==> src/rtl/updown_flex_counter_if.sv <==
// Control/status bundle for updown_flex_counter: the controller drives the
// step controls and bounds, and the counter returns its registered outputs.
interface updown_flex_counter_if #(
    parameter int NUM_CNT_BITS = 4
);
    logic                    clear;
    logic                    load;
    logic [NUM_CNT_BITS-1:0] load_val;
    logic                    count_enable;
    logic                    dir;
    logic                    sat_mode;
    logic [NUM_CNT_BITS-1:0] rollover_val;
    logic [NUM_CNT_BITS-1:0] count_out;
    logic                    rollover_flag;
    logic                    rollover_pulse;

    modport master (
        output clear, load, load_val, count_enable, dir, sat_mode, rollover_val,
        input  count_out, rollover_flag, rollover_pulse
    );

    modport slave (
        input  clear, load, load_val, count_enable, dir, sat_mode, rollover_val,
        output count_out, rollover_flag, rollover_pulse
    );
endinterface

==> src/rtl/updown_flex_counter.sv <==
// Up/down counter with programmable rollover, sync clear/load, per-cycle
// wrap or saturate mode, a terminal-count flag and a one-cycle wrap pulse.
module updown_flex_counter #(
    parameter int NUM_CNT_BITS = 4
) (
    input  logic                 clk,
    input  logic                 n_rst,
    updown_flex_counter_if.slave bus
);
    localparam logic [NUM_CNT_BITS-1:0] ONE = {{(NUM_CNT_BITS-1){1'b0}}, 1'b1};

    logic [NUM_CNT_BITS-1:0] cnt_q, cnt_d;
    logic                    flag_q, flag_d;
    logic                    pulse_q, pulse_d;
    logic [NUM_CNT_BITS-1:0] term;
    logic [NUM_CNT_BITS-1:0] rval;

    assign rval = bus.rollover_val;

    always_comb begin
        cnt_d   = cnt_q;
        pulse_d = 1'b0;
        term    = bus.dir ? rval : '0;

        if (bus.clear) begin
            cnt_d = '0;
        end else if (bus.load) begin
            cnt_d = bus.load_val;
        end else if (bus.count_enable) begin
            // A zero bound pins the count at 0 in both directions without a wrap event.
            if (rval == '0) begin
                cnt_d = '0;
            end else if (bus.dir) begin
                if (cnt_q < rval) begin
                    cnt_d = cnt_q + ONE;
                end else if (bus.sat_mode) begin
                    cnt_d = rval;
                end else begin
                    cnt_d   = ONE;
                    pulse_d = 1'b1;
                end
            end else begin
                if (cnt_q > rval) begin
                    cnt_d = rval;
                end else if (cnt_q != '0) begin
                    cnt_d = cnt_q - ONE;
                end else if (!bus.sat_mode) begin
                    cnt_d   = rval;
                    pulse_d = 1'b1;
                end
            end
        end

        flag_d = (cnt_d == term);
    end

    always_ff @(posedge clk or negedge n_rst) begin
        if (!n_rst) begin
            cnt_q   <= '0;
            flag_q  <= 1'b0;
            pulse_q <= 1'b0;
        end else begin
            cnt_q   <= cnt_d;
            flag_q  <= flag_d;
            pulse_q <= pulse_d;
        end
    end

    assign bus.count_out      = cnt_q;
    assign bus.rollover_flag  = flag_q;
    assign bus.rollover_pulse = pulse_q;
endmodule
==> src/flat_wrapper.sv <==
// flat-port wrapper written by rule: the top's interface ports become plain ports
module updown_flex_counter_flat 
#(
    parameter int NUM_CNT_BITS = 4
)
  (clk, n_rst, bus_clear, bus_load, bus_load_val, bus_count_enable, bus_dir, bus_sat_mode, bus_rollover_val, bus_count_out, bus_rollover_flag, bus_rollover_pulse);
  updown_flex_counter_if #(.NUM_CNT_BITS(NUM_CNT_BITS)) bus_i ();
  input  logic clk;
  input  logic n_rst;
  input wire logic [$bits(bus_i.clear)-1:0] bus_clear;
  input wire logic [$bits(bus_i.load)-1:0] bus_load;
  input wire logic [$bits(bus_i.load_val)-1:0] bus_load_val;
  input wire logic [$bits(bus_i.count_enable)-1:0] bus_count_enable;
  input wire logic [$bits(bus_i.dir)-1:0] bus_dir;
  input wire logic [$bits(bus_i.sat_mode)-1:0] bus_sat_mode;
  input wire logic [$bits(bus_i.rollover_val)-1:0] bus_rollover_val;
  output wire logic [$bits(bus_i.count_out)-1:0] bus_count_out;
  output wire logic [$bits(bus_i.rollover_flag)-1:0] bus_rollover_flag;
  output wire logic [$bits(bus_i.rollover_pulse)-1:0] bus_rollover_pulse;
  assign bus_i.clear = bus_clear;
  assign bus_i.load = bus_load;
  assign bus_i.load_val = bus_load_val;
  assign bus_i.count_enable = bus_count_enable;
  assign bus_i.dir = bus_dir;
  assign bus_i.sat_mode = bus_sat_mode;
  assign bus_i.rollover_val = bus_rollover_val;
  assign bus_count_out = bus_i.count_out;
  assign bus_rollover_flag = bus_i.rollover_flag;
  assign bus_rollover_pulse = bus_i.rollover_pulse;
  updown_flex_counter #(.NUM_CNT_BITS(NUM_CNT_BITS)) u_core (.clk(clk), .n_rst(n_rst), .bus(bus_i));
endmodule
==> config.mk <==
export PLATFORM = sky130hd
export DESIGN_NAME = updown_flex_counter_flat
export DESIGN_NICKNAME = d
export VERILOG_FILES = /design/src/rtl/updown_flex_counter_if.sv /design/src/rtl/updown_flex_counter.sv /design/src/flat_wrapper.sv
export SDC_FILE = /design/constraint.sdc
export NUM_CORES = 1
export LEC_CHECK = 0
export BUFFER_PORTS_ARGS = -buffer_cell sky130_fd_sc_hd__buf_2
export CAP_MARGIN = 20
export CORE_UTILIZATION = 24
export CTS_CLUSTER_DIAMETER = 120
export DETAILED_ROUTE_END_ITERATION = 10
export MAX_ROUTING_LAYER = met4
export PLACE_DENSITY = 0.41
export REMOVE_ABC_BUFFERS = 1
export SLEW_MARGIN = 20
export SYNTH_ARGS = -nofsm -noshare
export SYNTH_HDL_FRONTEND = slang
export SYNTH_SLANG_ARGS = --single-unit
==> constraint.sdc <==
create_clock -name clk -period 2.15 [get_ports clk]
set_input_delay 0.215 -clock clk [delete_from_list [all_inputs] [get_ports clk]]
set_output_delay 0.215 -clock clk [all_outputs]
set_load 0.005 [all_outputs]
==> results of run 1 <==
[final cells by class]
cell class	instances	share of cell area
Sequential cell	6	0.102
Inverter	11	0.0281
Multi-Input combinational cell	100	0.581
Clock buffer	3	0.0281
Tap cell	50	0.0426
Timing Repair Buffer	49	0.218
[registers in the layout, indices dropped and copies added (netlist names)]
register and flops:
u_core.bus.count_out 4, u_core.bus.rollover_flag 1, u_core.bus.rollover_pulse 1
[metal layers]
metal	part of all wire	vias up	track usage
met5	0	-	-
met4	0.026	0	0.0691
met3	0.042	9	0.0241
met2	0.49	47	0.296
met1	0.44	560	0.224
li1	-	568	-
[cells in the mapped netlist, types with 2 or more instances]
cell	count
inv_1	9
o311ai_1	2
nand4_1	3
a211oi_1	3
a31oi_1	5
ha_1	6
a21oi_2	2
o21ai_1	3
nor2_1	9
nor3_1	2
dfrtp_1	6
nand3_1	10
o21ai_0	4
o211ai_1	2
buf_2	5
inv_2	2
a21oi_1	7
xnor2_1	2
o211ai_2	2
nand2b_1	2
nand2_1	6
nor2b_1	2
[worst min-delay path, cell delays in order]
cell    delay, ns
buf_2        0.12
or4_1        0.12
nor2_1       0.05
[repair_timing]
item,in CTS,in global routing
endpoints found under the hold margin,6,0
hold buffers,1,0
endpoints found under the setup margin,1,3
setup buffers,1,2
gates cloned,0,0
gates resized for setup,2,15
pin swaps,1,6
[power groups by stage]
stage	clock, mW	combinational, mW	sequential, mW
2_1_floorplan	0	0.189	0.142
3_5_place_dp	0	0.357	0.131
5_1_grt	0.186	0.441	0.134
6_report	0.176	0.408	0.132
3_3_place_gp	0	0.358	0.132
4_1_cts	0.181	0.369	0.129
[through the flow]
stage          hold slack, ns   util  TNS, ns  cell area [um2]  setup slack, ns
2_1_floorplan         -0.0806      -        0              956           0.0718
3_3_place_gp           0.0532  0.329   -0.100             1310          -0.0700
3_5_place_dp           0.0532  0.329  -0.0433             1310          -0.0433
4_1_cts                 0.310  0.347        0             1380          0.00488
5_1_grt                 0.338  0.370  -0.0742             1470          -0.0742
6_report                0.314  0.370        0             1470           0.0208
[logic make-up after synthesis]
family	after synthesis	share of synthesized area
simple gates	43	0.253
fa+ha+maj	6	0.0757
mux	1	0.0101
buf+inv	17	0.0782
xor+xnor	2	0.0177
compound gates	48	0.414
flops	6	0.151
[path summary, 6_finish.rpt]
kind | depth (start not counted) | end | slack, ns | start
setup reg to reg | 8 | u_core.bus.rollover_flag$_DFF_PN0_ | 0.02 | u_core.bus.count_out[1]$_DFF_PN0_
hold reg to reg | 3 | u_core.bus.count_out[3]$_DFF_PN0_ | 0.96 | u_core.bus.count_out[3]$_DFF_PN0_
setup / recovery | 8 | u_core.bus.rollover_flag$_DFF_PN0_ | 0.02 | u_core.bus.count_out[1]$_DFF_PN0_
max in group asynchronous | 2 | u_core.bus.count_out[2]$_DFF_PN0_ | 1.65 | n_rst
min in group asynchronous | 2 | u_core.bus.rollover_flag$_DFF_PN0_ | 0.35 | n_rst
hold / removal | 3 | u_core.bus.rollover_pulse$_DFF_PN0_ | 0.31 | bus_clear
==> impl_metrics.py, run 1 <==
metrics = {
    "setup_path": {
        "path_cells": "ha_4 -> nor2b_4 -> o211a_4 -> o21ai_2 -> a21oi_1 -> o21ai_1 -> o22ai_2 -> and4b_1",
        "arrival_ns": 2.24,
        "cp-start-kind": "flop",
        "critPathBufInv": 0,
        "cp_slowest_cell": "dfrtp_1",
        "path_class": "flop to flop",
        "timing.critical_path.to_type": "flop",
        "crit_family": "compound AO/OA/AOI/OAI gates",
        "cp.required_ns": 2.26,
        "crit_fanout": 6,
        "critPathMaxStageDelay_ns": 0.42,
    },
    "sta": {
        "rsz0062_at_grt": "yes",
        "max_clock_freq_mhz": 470,
        "worst_clock_skew_ns": 0.000781,
        "final-hold-violation-count": 0,
        "slew_violations": 0,
        "timing.final.crit_share": 0.990,
        "tightest_slew_ns": 0.421,
        "setup_viol": 0,
        "period_minus_slack_ns": 2.13,
        "max_slew_margin": 0.716,
    },
    "pwr": {
        "p_comb_frac": 0.570,
        "power_density_nw_per_um2": 488,
        "power.switching_mw": 0.280,
        "ir_drop_mv": 0.140,
        "p_int_mw": 0.437,
        "p_sw_frac": 0.390,
        "leakagePower_nw": 0.648,
        "pwr-share-clk": 0.246,
        "fin_total_pwr_mw": 0.717,
        "p_seq_frac": 0.184,
    },
    "logic_synthesis": {
        "postSynth.asyncResetShare": 1.00,
        "synth_area_leaders": "dfrtp_1, ha_1, nand3_1, a21oi_1, inv_1",
        "yosysUniqueCellTypes": 51,
        "ys_warn_count": 0,
        "ys_seq_area_frac": 0.151,
        "synth_edf_count": 0,
        "syn_avg_cell_area_um2": 8.07,
        "yosysTopAreaCellShare": 0.151,
        "ys.flop_type": "dfrtp_1",
        "synth_cells": 123,
        "ys_ff_latch": 6,
        "yosysTopAreaCell": "dfrtp_1",
        "syn_area_um2": 992,
    },
    "floorplanning": {
        "dieArea_um2": 4400,
        "initial_core_util": 0.250,
        "io_pins": 21,
        "die_h_um": 66.3,
        "core-area_um2": 3970,
        "die_x_um": 66.3,
        "rows": 23,
    },
    "clock_network": {
        "clk_path_buf_depth": 2,
        "cts_root_buf": "clkbuf_8",
        "clkLatencyLatePin_ns": 0.23,
        "clk_pin_slew_ns": 0.04,
        "cts_tree": "built",
        "cts_made_buffers": 3,
        "clock_sinks": 6,
        "cts_htree_levels": 1,
    },
    "run_status": {
        "status": "completed",
    },
    "finish": {
        "final_cell_mix": "buf_4, buf_2, nand3_1",
        "nets": 192,
        "num_antenna_cells": 0,
        "fillers": 433,
        "area_growth_pct": 48.0,
        "fin_cells": 219,
        "seq_area_um2": 150,
        "drive_above_1_share": 0.479,
        "multi_input_area_um2": 853,
        "final_common_cell": "buf_4",
    },
    "placement": {
        "port_buffers": 20,
        "dp.cells": 212,
        "hpwl_mm": 2.96,
        "place.gp.congestion": 0.910,
    },
    "detailed_routing": {
        "via_per_inst": 5.41,
        "wl_mm": 3.75,
        "wl_per_cell_um": 17.1,
        "vias": 1184,
        "remaining_drc_errors": 0,
        "firstDrtPassIters": 4,
        "postRouteAntennaNets": 0,
        "first_iter_violations": 97,
    },
    "hold_path": {
        "worst_hold_path_type": "input port to flop",
    },
    "grt": {
        "grt_max_degree": 13,
        "track_usage": 0.181,
        "grt_pass1_vias": 1118,
        "grt_pass1_wl_mm": 5.56,
        "antenna_found_initial": 0,
        "gr-total-overflow": 0,
    },
    "job": {
        "drv_cap": 0,
    },
}
No activity file was read; power rests on OpenSTA's default activity.
==> run 2, diff against run 1 <==
- PLACE_DENSITY: 0.41 -> 0.49
==> run 2 against run 1 <==
  * The flow now finishes with violations (negative setup slack)
  * Power fell by 2.2%
  * First-iteration DRC count rose by 3.1%
  * Maximum frequency fell by 3.5%
  * Via count fell by 0.51%
  * Sequential share of layout area rose by 0.32 points
  * Sequential cell count did not move
  * Clock skew rose by 0.0091 ns
  * Final cell count fell by 2.7%
  * Final area fell by 3.1%
  * Wire length fell by 7.5%
  * Combinational power fell by 3%
  * Clock power barely moved
==> impl_metrics.py, run 2 (synthesis results as in run 1) <==
metrics = {
    "setup_path": {
        "path_class": "flop to flop",
        "cp.depth": 8,
        "path_cells": "ha_4 -> nor2b_4 -> o211a_4 -> nor2_2 -> o311a_1 -> nor2_2 -> o21ai_0 -> and4b_1",
        "arrival_ns": 2.31,
        "reg2reg_depth": 8,
        "critPathBufInv": 0,
        "critPathMaxStageDelay_ns": 0.42,
        "crit_fanout": 6,
        "cp-start-kind": "flop",
        "timing.critical_path.to_type": "flop",
        "cp.required_ns": 2.25,
        "crit_family": "compound AO/OA/AOI/OAI gates",
        "crit_top_cell": "nor2_2",
        "cp_slowest_cell": "dfrtp_1",
    },
    "clock_network": {
        "cts_htree_levels": 1,
        "clk_path_buf_depth": 2,
        "clock_sinks": 6,
        "clkLatencyLatePin_ns": 0.23,
        "cts_root_buf": "clkbuf_8",
        "clk_pin_slew_ns": 0.04,
        "cts_tree": "built",
        "cts_made_buffers": 3,
    },
    "grt": {
        "grt_pass1_vias": 1115,
        "antenna_found_initial": 0,
        "track_usage": 0.168,
        "grt_max_degree": 13,
        "gr-total-overflow": 0,
        "grt_pass1_wl_mm": 5.30,
    },
    "floorplanning": {
        "dieArea_um2": 4400,
        "core-area_um2": 3970,
        "initial_core_util": 0.250,
        "rows": 23,
        "io_pins": 21,
        "die_x_um": 66.3,
        "die_h_um": 66.3,
    },
    "detailed_routing": {
        "wl_per_cell_um": 16.3,
        "via_per_inst": 5.53,
        "postRouteAntennaNets": 0,
        "vias": 1178,
        "firstDrtPassIters": 4,
        "wl_mm": 3.47,
        "remaining_drc_errors": 0,
        "first_iter_violations": 100,
    },
    "finish": {
        "nets": 186,
        "final_cell_mix": "buf_4, buf_2, nand3_1",
        "area_growth_pct": 43.5,
        "num_antenna_cells": 0,
        "fillers": 405,
        "largest_reg_flops": 4,
        "final_common_cell": "buf_4",
        "drive_above_1_share": 0.442,
    },
    "sta": {
        "period_minus_slack_ns": 2.21,
        "slew_violations": 0,
        "tightest_slew_ns": 0.507,
        "worst_clock_skew_ns": 0.00985,
        "max_clock_freq_mhz": 453,
        "final-hold-violation-count": 0,
        "timing.final.crit_share": 1.03,
        "max_slew_margin": 0.657,
        "worst_slack_ns": -0.0568,
        "setup_viol": 1,
        "tns_ns": -0.0568,
        "rsz0062_at_grt": "yes",
    },
    "run_status": {
        "status": "finished, violations left",
        "failed_checks": "negative setup slack",
    },
    "placement": {
        "preCtsSetupSlack_ns": -0.0713,
        "place.gp.congestion": 0.954,
        "hpwl_mm": 2.64,
        "port_buffers": 20,
    },
    "job": {
        "drv_cap": 0,
    },
    "hold_path": {
        "hold_depth": 3,
        "worst_hold_path_type": "input port to flop",
    },
    "pwr": {
        "ir_drop_mv": 0.162,
        "power_density_nw_per_um2": 492,
        "fin_total_pwr_mw": 0.701,
        "leakagePower_nw": 0.614,
    },
}
run 2: cell types whose count changed in the layout (fill, tap and decap cells not counted), moves of 2 or more:
cell,previous run,this run
o22ai_2,2,0
ha_4,3,1
buf_4,28,22
a21oi_2,3,1
run 2: where the power goes:
| part | total [mW] | internal (mW) | switching (mW) |
|---|---|---|---|
| Clock | 0.175 | 0.121 | 0.0539 |
| Sequential | 0.130 | 0.123 | 0.00676 |
| Combinational | 0.396 | 0.180 | 0.215 |
| Total | 0.701 | 0.424 | 0.276 |
run 2: area by class of cell:
type / count / area (um2) / area share
Timing Repair Buffer: 43 / 275 / 0.193
Tap cell: 50 / 62.6 / 0.0439
Clock buffer: 3 / 41.3 / 0.0290
Inverter: 11 / 41.3 / 0.0290
Sequential cell: 6 / 150 / 0.105
Multi-Input combinational cell: 100 / 853 / 0.599
run 2: layer usage:
| layer | vias to the layer above | share of wire | wire [um] | GRT usage |
|---|---|---|---|---|
| met4 | 0 | 0.040 | 140 | 0.0904 |
| met2 | 46 | 0.49 | 1690 | 0.283 |
| li1 | 560 | - | - | - |
| met3 | 13 | 0.054 | 187 | 0.0207 |
| met5 | - | 0 | 0 | - |
| met1 | 559 | 0.42 | 1450 | 0.193 |
run 2: worst paths after layout:
check	from	end	slack, ns
worst max-delay path	u_core.bus.count_out[1]$_DFF_PN0_	u_core.bus.rollover_flag$_DFF_PN0_	-0.06
worst min-delay path	bus_clear	u_core.bus.rollover_pulse$_DFF_PN0_	0.31
worst max register to register	u_core.bus.count_out[1]$_DFF_PN0_	u_core.bus.rollover_flag$_DFF_PN0_	-0.06
worst min register to register	u_core.bus.count_out[3]$_DFF_PN0_	u_core.bus.count_out[3]$_DFF_PN0_	0.93
max in group asynchronous	n_rst	u_core.bus.count_out[2]$_DFF_PN0_	1.65
min in group asynchronous	n_rst	u_core.bus.count_out[0]$_DFF_PN0_	0.34
run 2: stage by stage:
step | hold slack (ns) | util | instance area, um2 | std cells
after floorplan | -0.0806 | - | 956 | 117
after global placement | 0.0561 | 0.318 | 1260 | 206
after detailed placement | 0.0511 | 0.318 | 1260 | 206
after CTS | 0.302 | 0.346 | 1380 | 211
after global routing | 0.304 | 0.359 | 1420 | 213
final | 0.309 | 0.359 | 1420 | 213
run 2: timing repair:
action | in CTS | in global routing
pin swaps | 8 | 5
gates resized for setup | 11 | 5
endpoints found under the hold margin | 6 | 0
setup buffers | 2 | 2
setup endpoints to repair | 1 | 2
hold buffers | 1 | 0
run 2: tightest hold or removal path: cells and delay by family:
family / cells / cell delay (ns)
simple gates: 2 / 0.15
buf+inv: 1 / 0.12
==> run 3, diff against run 2 <==
- clock period: 2.15 -> 2 ns (I/O delays scaled with it)
==> run 3 against run 2 <==
  * Highest routed layer unchanged
  * Largest power group unchanged
  * Hold slack better by 0.0021 ns
  * Critical path depth unchanged
  * The flow still finishes with violations (negative setup slack)
  * Sequential share of layout area down 0.31 points
  * Register-to-register slack worse by 0.09 ns
  * Clock skew down 0.0037 ns
  * Global-route usage down 0.24 points
==> impl_metrics.py, run 3 (synthesis results as in run 1) <==
metrics = {
    "finish": {
        "drive_above_1_share": 0.494,
        "final_common_cell": "buf_4",
        "num_antenna_cells": 0,
        "largest_reg_flops": 4,
        "nets": 193,
        "final_cell_area_um2": 1480,
        "fin_cells": 220,
        "area_growth_pct": 49.1,
        "final_cell_mix": "buf_4, buf_2, inv_1, nand3_1, nor2_1",
    },
    "placement": {
        "port_buffers": 20,
        "dp.cells": 212,
        "place.gp.congestion": 0.835,
        "hpwl_mm": 2.66,
        "dpl_cell_area_um2": 1310,
    },
    "run_status": {
        "failed_checks": "negative setup slack",
        "status": "finished, violations left",
    },
    "setup_path": {
        "crit_fanout": 6,
        "critPathBufInv": 0,
        "cp_slowest_cell": "dfrtp_2",
        "path_cells": "ha_4 -> nor2b_4 -> o211a_4 -> nor3_1 -> a311oi_1 -> o31a_1 -> o21ai_1 -> and4b_1",
        "cp.required_ns": 2.17,
        "r2r-end": "u_core.bus.rollover_flag$_DFF_PN0_",
        "arrival_ns": 2.31,
        "path_class": "flop to flop",
        "cp-start-kind": "flop",
        "crit_family": "compound AO/OA/AOI/OAI gates",
        "r2r_start": "u_core.bus.count_out[1]$_DFF_PN0_",
        "regToRegSetupSlack_ns": -0.14,
        "reg2reg_depth": 8,
        "critPathMaxStageDelay_ns": 0.43,
        "timing.critical_path.to_type": "flop",
    },
    "sta": {
        "timing.final.crit_share": 1.07,
        "tightest_slew_ns": 0.455,
        "max_slew_margin": 0.693,
        "slew_violations": 0,
        "worst_slack_ns": -0.142,
        "rsz0062_at_grt": "yes",
        "worst_clock_skew_ns": 0.00618,
        "setup_viol": 2,
        "max_clock_freq_mhz": 467,
        "period_minus_slack_ns": 2.14,
        "final-hold-violation-count": 0,
        "tns_ns": -0.179,
    },
    "clock_network": {
        "cts_htree_levels": 1,
        "cts_made_buffers": 3,
        "cts_tree": "built",
        "clk_pin_slew_ns": 0.04,
        "cts_root_buf": "clkbuf_8",
        "clkLatencyLatePin_ns": 0.23,
        "clock_sinks": 6,
        "clk_path_buf_depth": 2,
    },
    "detailed_routing": {
        "vias": 1188,
        "remaining_drc_errors": 0,
        "first_iter_violations": 91,
        "wl_mm": 3.35,
        "postRouteAntennaNets": 0,
        "wl_per_cell_um": 15.2,
        "firstDrtPassIters": 4,
        "via_per_inst": 5.40,
    },
    "pwr": {
        "p_comb_frac": 0.573,
        "p_seq_frac": 0.181,
        "ir_drop_mv": 0.161,
        "power.switching_mw": 0.299,
        "power_density_nw_per_um2": 524,
        "p_int_mw": 0.476,
        "p_sw_frac": 0.386,
        "leakagePower_nw": 0.653,
        "pwr-share-clk": 0.246,
        "fin_total_pwr_mw": 0.775,
    },
    "grt": {
        "grt_max_degree": 13,
        "grt_pass1_vias": 1134,
        "gr-total-overflow": 0,
        "track_usage": 0.166,
        "antenna_found_initial": 0,
        "grt_pass1_wl_mm": 5.34,
    },
    "floorplanning": {
        "core-area_um2": 3970,
        "dieArea_um2": 4400,
        "initial_core_util": 0.250,
        "die_x_um": 66.3,
        "io_pins": 21,
        "rows": 23,
        "die_h_um": 66.3,
    },
    "hold_path": {
        "hold_depth": 3,
        "min_to": "u_core.bus.rollover_pulse$_DFF_PN0_",
        "hold_start": "bus_clear",
        "worst_hold_path_type": "input port to flop",
    },
    "job": {
        "drv_cap": 0,
    },
}
## run 3: stage by stage
step | utilization | hold slack, ns | setup WS (ns)
finish | 0.372 | 0.311 | -0.142
floorplan | - | -0.0956 | -0.0782
CTS | 0.362 | 0.300 | -0.0872
detailed placement | 0.329 | 0.0386 | -0.210
global route | 0.372 | 0.336 | -0.181
global placement | 0.329 | 0.0415 | -0.185
## run 3: area by class of cell
| type | count | area [um2] |
|---|---|---|
| Tap cell | 50 | 62.6 |
| Multi-Input combinational cell | 100 | 847 |
| Fill cell | 408 | 2490 |
| Sequential cell | 6 | 151 |
| Clock buffer | 3 | 41.3 |
| Inverter | 11 | 41.3 |
| Timing Repair Buffer | 50 | 335 |
## run 3: worst reg2reg max path: stages (launching register included)
cell and delay, ns:
dfrtp_2 0.43, ha_4 0.22, nor2b_4 0.14, o211a_4 0.29, nor3_1 0.28, a311oi_1 0.10, o31a_1 0.33, o21ai_1 0.09
and4b_1 0.21
## run 3: per-layer routing
layer  share of wire  up-vias  GRT usage
met5               0        -          -
met1            0.42      567      0.196
met2            0.50       37      0.279
met4           0.025        0     0.0612
li1                -      574          -
met3           0.055       10     0.0276
## run 3: how the worst max path moves through the flow
stage	from	to	slack [ns]	cells after the start
2_1_floorplan	u_core.bus.count_out[1]$_DFF_PN0_	u_core.bus.rollover_flag$_DFF_PN0_	-0.08	8
3_3_place_gp	u_core.bus.count_out[1]$_DFF_PN0_	u_core.bus.rollover_flag$_DFF_PN0_	-0.19	8
3_5_place_dp	u_core.bus.count_out[1]$_DFF_PN0_	u_core.bus.rollover_flag$_DFF_PN0_	-0.21	8
4_1_cts	u_core.bus.count_out[1]$_DFF_PN0_	u_core.bus.rollover_flag$_DFF_PN0_	-0.09	9
5_1_grt	u_core.bus.count_out[1]$_DFF_PN0_	u_core.bus.rollover_flag$_DFF_PN0_	-0.18	8
6_report	u_core.bus.count_out[1]$_DFF_PN0_	u_core.bus.rollover_flag$_DFF_PN0_	-0.14	8
## run 3: repair_timing
item	CTS	global route
hold buffers	1	0
buffers inserted	2	3
hold endpoints to repair	6	0
gates resized for setup	13	8
pin swaps	7	7
setup endpoints to repair	5	4
## run 3: power by group through the flow
stage	clock, mW	sequential (mW)	combinational [mW]
floorplan	0	0.153	0.203
global placement	0	0.140	0.379
detailed placement	0	0.141	0.378
CTS	0.196	0.140	0.416
global route	0.200	0.142	0.480
finish	0.190	0.140	0.444
